<file path="config.mk">
export PLATFORM = sky130hd
export DESIGN_NAME = serial_adder
export DESIGN_NICKNAME = d
export VERILOG_FILES = /design/src/rtl/serial_adder.sv
export SDC_FILE = /design/constraint.sdc
export NUM_CORES = 1
export LEC_CHECK = 0
export BUFFER_PORTS_ARGS = -buffer_cell sky130_fd_sc_hd__clkbuf_2
export CAP_MARGIN = 20
export CORE_ASPECT_RATIO = 2
export CORE_MARGIN = 2
export CORE_UTILIZATION = 39
export DETAILED_ROUTE_END_ITERATION = 10
export SYNTH_ARGS = -nofsm -noshare
export SYNTH_HDL_FRONTEND = slang
export SYNTH_SLANG_ARGS = --single-unit
</file>
<file path="constraint.sdc">
create_clock -name clk -period 1.6 [get_ports clk]
set_input_delay 0.16 -clock clk [delete_from_list [all_inputs] [get_ports clk]]
set_output_delay 0.16 -clock clk [all_outputs]
set_load 0.02 [all_outputs]
</file>
<file path="src/rtl/serial_adder.sv">
// serial_adder: bit-serial LSB-first adder built from half-adder cells and a carry flip-flop

// serial_adder_ha: half-adder cell
module serial_adder_ha (
    input  logic i_x,
    input  logic i_y,
    output logic o_s,
    output logic o_c
);
    assign o_s = i_x ^ i_y;
    assign o_c = i_x & i_y;
endmodule

module serial_adder #(
    parameter int WIDTH = 8
) (
    input  logic             clk,
    input  logic             rst_n,
    input  logic             start,
    input  logic [WIDTH-1:0] a,
    input  logic [WIDTH-1:0] b,
    output logic             busy,
    output logic             done,
    output logic [WIDTH-1:0] sum,
    output logic             cout
);
    localparam int CW = $clog2(WIDTH);
    localparam logic [CW-1:0] LAST = CW'(WIDTH - 1);

    typedef enum logic [1:0] {
        S_IDLE = 2'd0,
        S_ADD  = 2'd1,
        S_DONE = 2'd2
    } state_t;

    state_t           r_state;
    state_t           w_state_nxt;
    logic [WIDTH-1:0] r_a;
    logic [WIDTH-1:0] r_b;
    logic [WIDTH-2:0] r_res;
    logic             r_c;
    logic [CW-1:0]    r_cnt;
    logic [WIDTH-1:0] r_sum;
    logic             r_cout;
    logic             w_s1;
    logic             w_c1;
    logic             w_s;
    logic             w_c2;
    logic             w_c;
    logic             w_accept;
    logic             w_last;
    logic [WIDTH-1:0] w_shift;

    serial_adder_ha u_ha0 (.i_x(r_a[0]), .i_y(r_b[0]), .o_s(w_s1), .o_c(w_c1));
    serial_adder_ha u_ha1 (.i_x(w_s1),   .i_y(r_c),    .o_s(w_s),  .o_c(w_c2));

    assign w_c     = w_c1 | w_c2;
    assign w_shift = {w_s, r_res};
    assign busy    = (r_state == S_ADD);
    assign done    = (r_state == S_DONE);
    assign sum     = r_sum;
    assign cout    = r_cout;

    // Next state: start is honoured outside ADD; stray encodings fall back to IDLE
    always_comb begin
        w_accept    = start && (r_state != S_ADD);
        w_last      = (r_state == S_ADD) && (r_cnt == LAST);
        w_state_nxt = w_accept ? S_ADD : w_last ? S_DONE : (r_state != S_ADD) ? S_IDLE : r_state;
    end

    // State register
    always_ff @(posedge clk or negedge rst_n) begin
        if (!rst_n)
            r_state <= S_IDLE;
        else
            r_state <= w_state_nxt;
    end

    // Datapath: capture operands, shift one bit per cycle, publish result on the last bit
    always_ff @(posedge clk or negedge rst_n) begin
        if (!rst_n) begin
            r_a    <= '0;
            r_b    <= '0;
            r_res  <= '0;
            r_c    <= 1'b0;
            r_cnt  <= '0;
            r_sum  <= '0;
            r_cout <= 1'b0;
        end else if (w_accept) begin
            r_a   <= a;
            r_b   <= b;
            r_c   <= 1'b0;
            r_cnt <= '0;
        end else if (r_state == S_ADD) begin
            r_a   <= r_a >> 1;
            r_b   <= r_b >> 1;
            r_res <= w_shift[WIDTH-1:1];
            r_c   <= w_c;
            r_cnt <= w_last ? '0 : r_cnt + 1'b1;
            if (w_last) begin
                r_sum  <= w_shift;
                r_cout <= w_c;
            end
        end
    end
endmodule

</file>
==> flow_metrics.env <==
export IMPL_status="completed"
export IMPL_hpwl_um=2140
export IMPL_seq_power_share_pct=42.3
export IMPL_first_global_vias=1102
export IMPL_fin_tns_setup_ps=0
export IMPL_drt_wirelength_per_cell_um=14.4
export IMPL_root_buffer="clkbuf_8"
export IMPL_ys_ff_latch=38
export IMPL_cts_max_level=2
export IMPL_finClkSkew_ps=10.7
export IMPL_synth_edff_count=0
export IMPL_worstSetupPathType="flop to flop"
export IMPL_portBuffers=29
export IMPL_synthTopCellsByCount="38 x dfrtp_1, 36 x mux2_2, 10 x mux2_4, 4 x buf_6"
export IMPL_yosysWarnings=0
export IMPL_fin_crit_sh_pct=96.8
export IMPL_synth_area_per_cell_um2=15.9
export IMPL_diodes=0
export IMPL_clock_sinks=38
export IMPL_rows=34
export IMPL_synth_top_area_cell="dfrtp_1"
export IMPL_ys_types=18
export IMPL_start_kind="flop"
export IMPL_num_nets_final=168
export IMPL_numCtsBuffers=5
export IMPL_grt_max_degree=39
export IMPL_worst_ep_arrival_time_ps=1720
export IMPL_cp_startpoint="r_cnt[0]"
export IMPL_fin_hold_ws_ps=138
export IMPL_power_per_cell_area_nw_per_um2=1870
export IMPL_drt_met1_wl_um=1150
export IMPL_area_delta_synth_final_pct=17.9
export IMPL_clock_path_buffers=2
export IMPL_met3_length_um=105
export IMPL_rrSetupSlack_ps=50
export IMPL_path_clk_slew_ps=80
export IMPL_syn_num_nets=132
export IMPL_globalplace_congestion=0.669
export IMPL_hold_path_class="primary input to flop"
export IMPL_fin_util_pct=47.4
export IMPL_die_area_um2=5060
export IMPL_holdPathEnd="r_a[7]"
export IMPL_hold_start="a[7]"
export IMPL_track_usage_pct=13.3
export IMPL_async_reset_ff_share_pct=100
export IMPL_relSlewSlack_pct=68.1
export IMPL_rsz0062_at_grt="false"
export IMPL_fmax_mhz=645
export IMPL_path_max_fanout=10
export IMPL_worstMarginPinSlew_ps=478
export IMPL_antenna_found_initial=0
export IMPL_r2r_end="sum[2]"
export IMPL_netlist_area_leader_share_pct=54.5
export IMPL_clock_latency_ps=280
export IMPL_drive_above_1_share_pct=61.9
export IMPL_hold_viol_final=0
export IMPL_highest_layer="met4"
export IMPL_grt_ovfl_total=0
export IMPL_synth_area_um2=1740
export IMPL_first_pass_iters=3
export IMPL_synth_area_leaders="dfrtp_1 55%, mux2_2 23%, mux2_4 8.6%"
export IMPL_swShare_pct=30.3
export IMPL_p_comb_share_pct=37.4
export IMPL_fp_coreArea_um2=4340
export IMPL_power_net_switching_uw=1170
export IMPL_drt_total_wl_um=2900
export IMPL_antenna_left=0
export IMPL_ff_latch_area_um2=951
export IMPL_drtIter0Drc=10
export IMPL_holdPathStages=3
export IMPL_routed_via_density=4.88
export IMPL_met2_length_um=1590
export IMPL_num_vias=980
export IMPL_grt_pass1_wl_um=5040
export IMPL_die_w_um=51.3
export IMPL_multiInputGateArea_um2=714
export IMPL_r2r_start="r_cnt[0]"
export IMPL_maxCapViolations=0
export IMPL_ioPinCount=30
export IMPL_p_leak_uw=0.00102
export IMPL_period_minus_slack_ps=1550
export IMPL_critPathCaptureType="flop"
export IMPL_ys_flop_type="dfrtp_1"
export IMPL_synth_most_common_cell="dfrtp_1"
export IMPL_rr_worst_depth=5
export IMPL_slew_violations=0
export IMPL_pwr_share_clk_pct=20.3
export IMPL_die_h_um=98.6
export IMPL_cts_tree="done"
export IMPL_synthCells=110
export IMPL_nFillCells=418
export IMPL_p_int_uw=2690
export IMPL_drc=0
export IMPL_ys_seq_area_share_pct=54.5
export IMPL_cp_required_ps=1770
export IMPL_setup_violations=0
export IMPL_start_util_pct=40.2
export IMPL_peakVddDrop_uv=929
## metal layers
layer,vias up,global-route usage [%]
met2,19,22.8
met3,4,3.79
met1,499,14.4
li1,458,-
met5,-,0
met4,0,7.09
## layout by cell type, fill, tap and decap left out, types with 2 or more instances in the layout
cell      netlist  routed
clkbuf_8        0       5
clkbuf_2        0      29
inv_1           3       3
mux2i_1         3       3
and2b_2         2       2
dfrtp_1        38      38
clkbuf_1        0       2
mux2_4         10      10
a31o_2          2       2
buf_4           0       4
nor2_1          2       2
mux2_2         36      36
## power groups by stage
stage | clock (uW) | sequential, uW | combinational [uW]
2_1_floorplan | 0 | 1710 | 1030
3_3_place_gp | 0 | 1630 | 1400
3_5_place_dp | 0 | 1660 | 1470
4_1_cts | 808 | 1640 | 1470
5_1_grt | 857 | 1690 | 1570
6_report | 780 | 1630 | 1440
## state kept, by name, indices dropped and copies added, names as in the netlist
signal / count
r_a: 8
r_c: 1
r_cnt: 3
r_b: 8
sum: 8
r_res: 7
cout: 1
r_state: 2
## how the worst max path moves through the flow
stage	to	depth (start not counted)
6_report	sum[2]	5
5_1_grt	sum[5]	5
4_1_cts	sum[2]	5
3_5_place_dp	sum[2]	5
3_3_place_gp	sum[1]	5
2_1_floorplan	cout	5
## cell families (layout without fill, tap and decap cells)
family                     Yosys count  in the layout  share of synthesized area [%]
DFF                                 38             38                           54.5
adders and majority gates            3              3                           2.58
and+or+nand+nor                      9              9                           3.66
buffers and inverters                9             46                           4.66
muxes                               49             49                           33.6
AOI/OAI and AO/OA                    2              2                           1.00
## timing repair
action	CTS	global route
resized for setup	0	1
setup buffers	0	0
endpoints found under the hold margin	38	0
setup endpoints to repair	0	9
hold buffers	1	0
## worst max-delay path, stage by stage, from the launching register on
cell,delay (ps)
dfrtp_1,400
ha_1,220
ha_2,200
nand3b_1,140
buf_12,140
mux2_2,330
## stage by stage
stage,instances,instance area [um^2],total power [uW],worst slack (ps)
2_1_floorplan,110,1740,2740,88.8
3_3_place_gp,192,1940,3030,86.1
3_5_place_dp,192,1940,3130,24.5
4_1_cts,201,2050,3920,9.55
5_1_grt,201,2060,4110,9.96
6_report,201,2060,3850,50.6
## layout make-up
type / count / share of cell area [%]
Clock inverter: 1 / 1.46
Inverter: 3 / 0.548
Timing Repair Buffer: 35 / 9.98
Tap cell: 54 / 3.29
Sequential cell: 38 / 46.3
Clock buffer: 7 / 3.71
Multi-Input combinational cell: 63 / 34.8
Note: power is estimated with default switching activity, not from simulation.
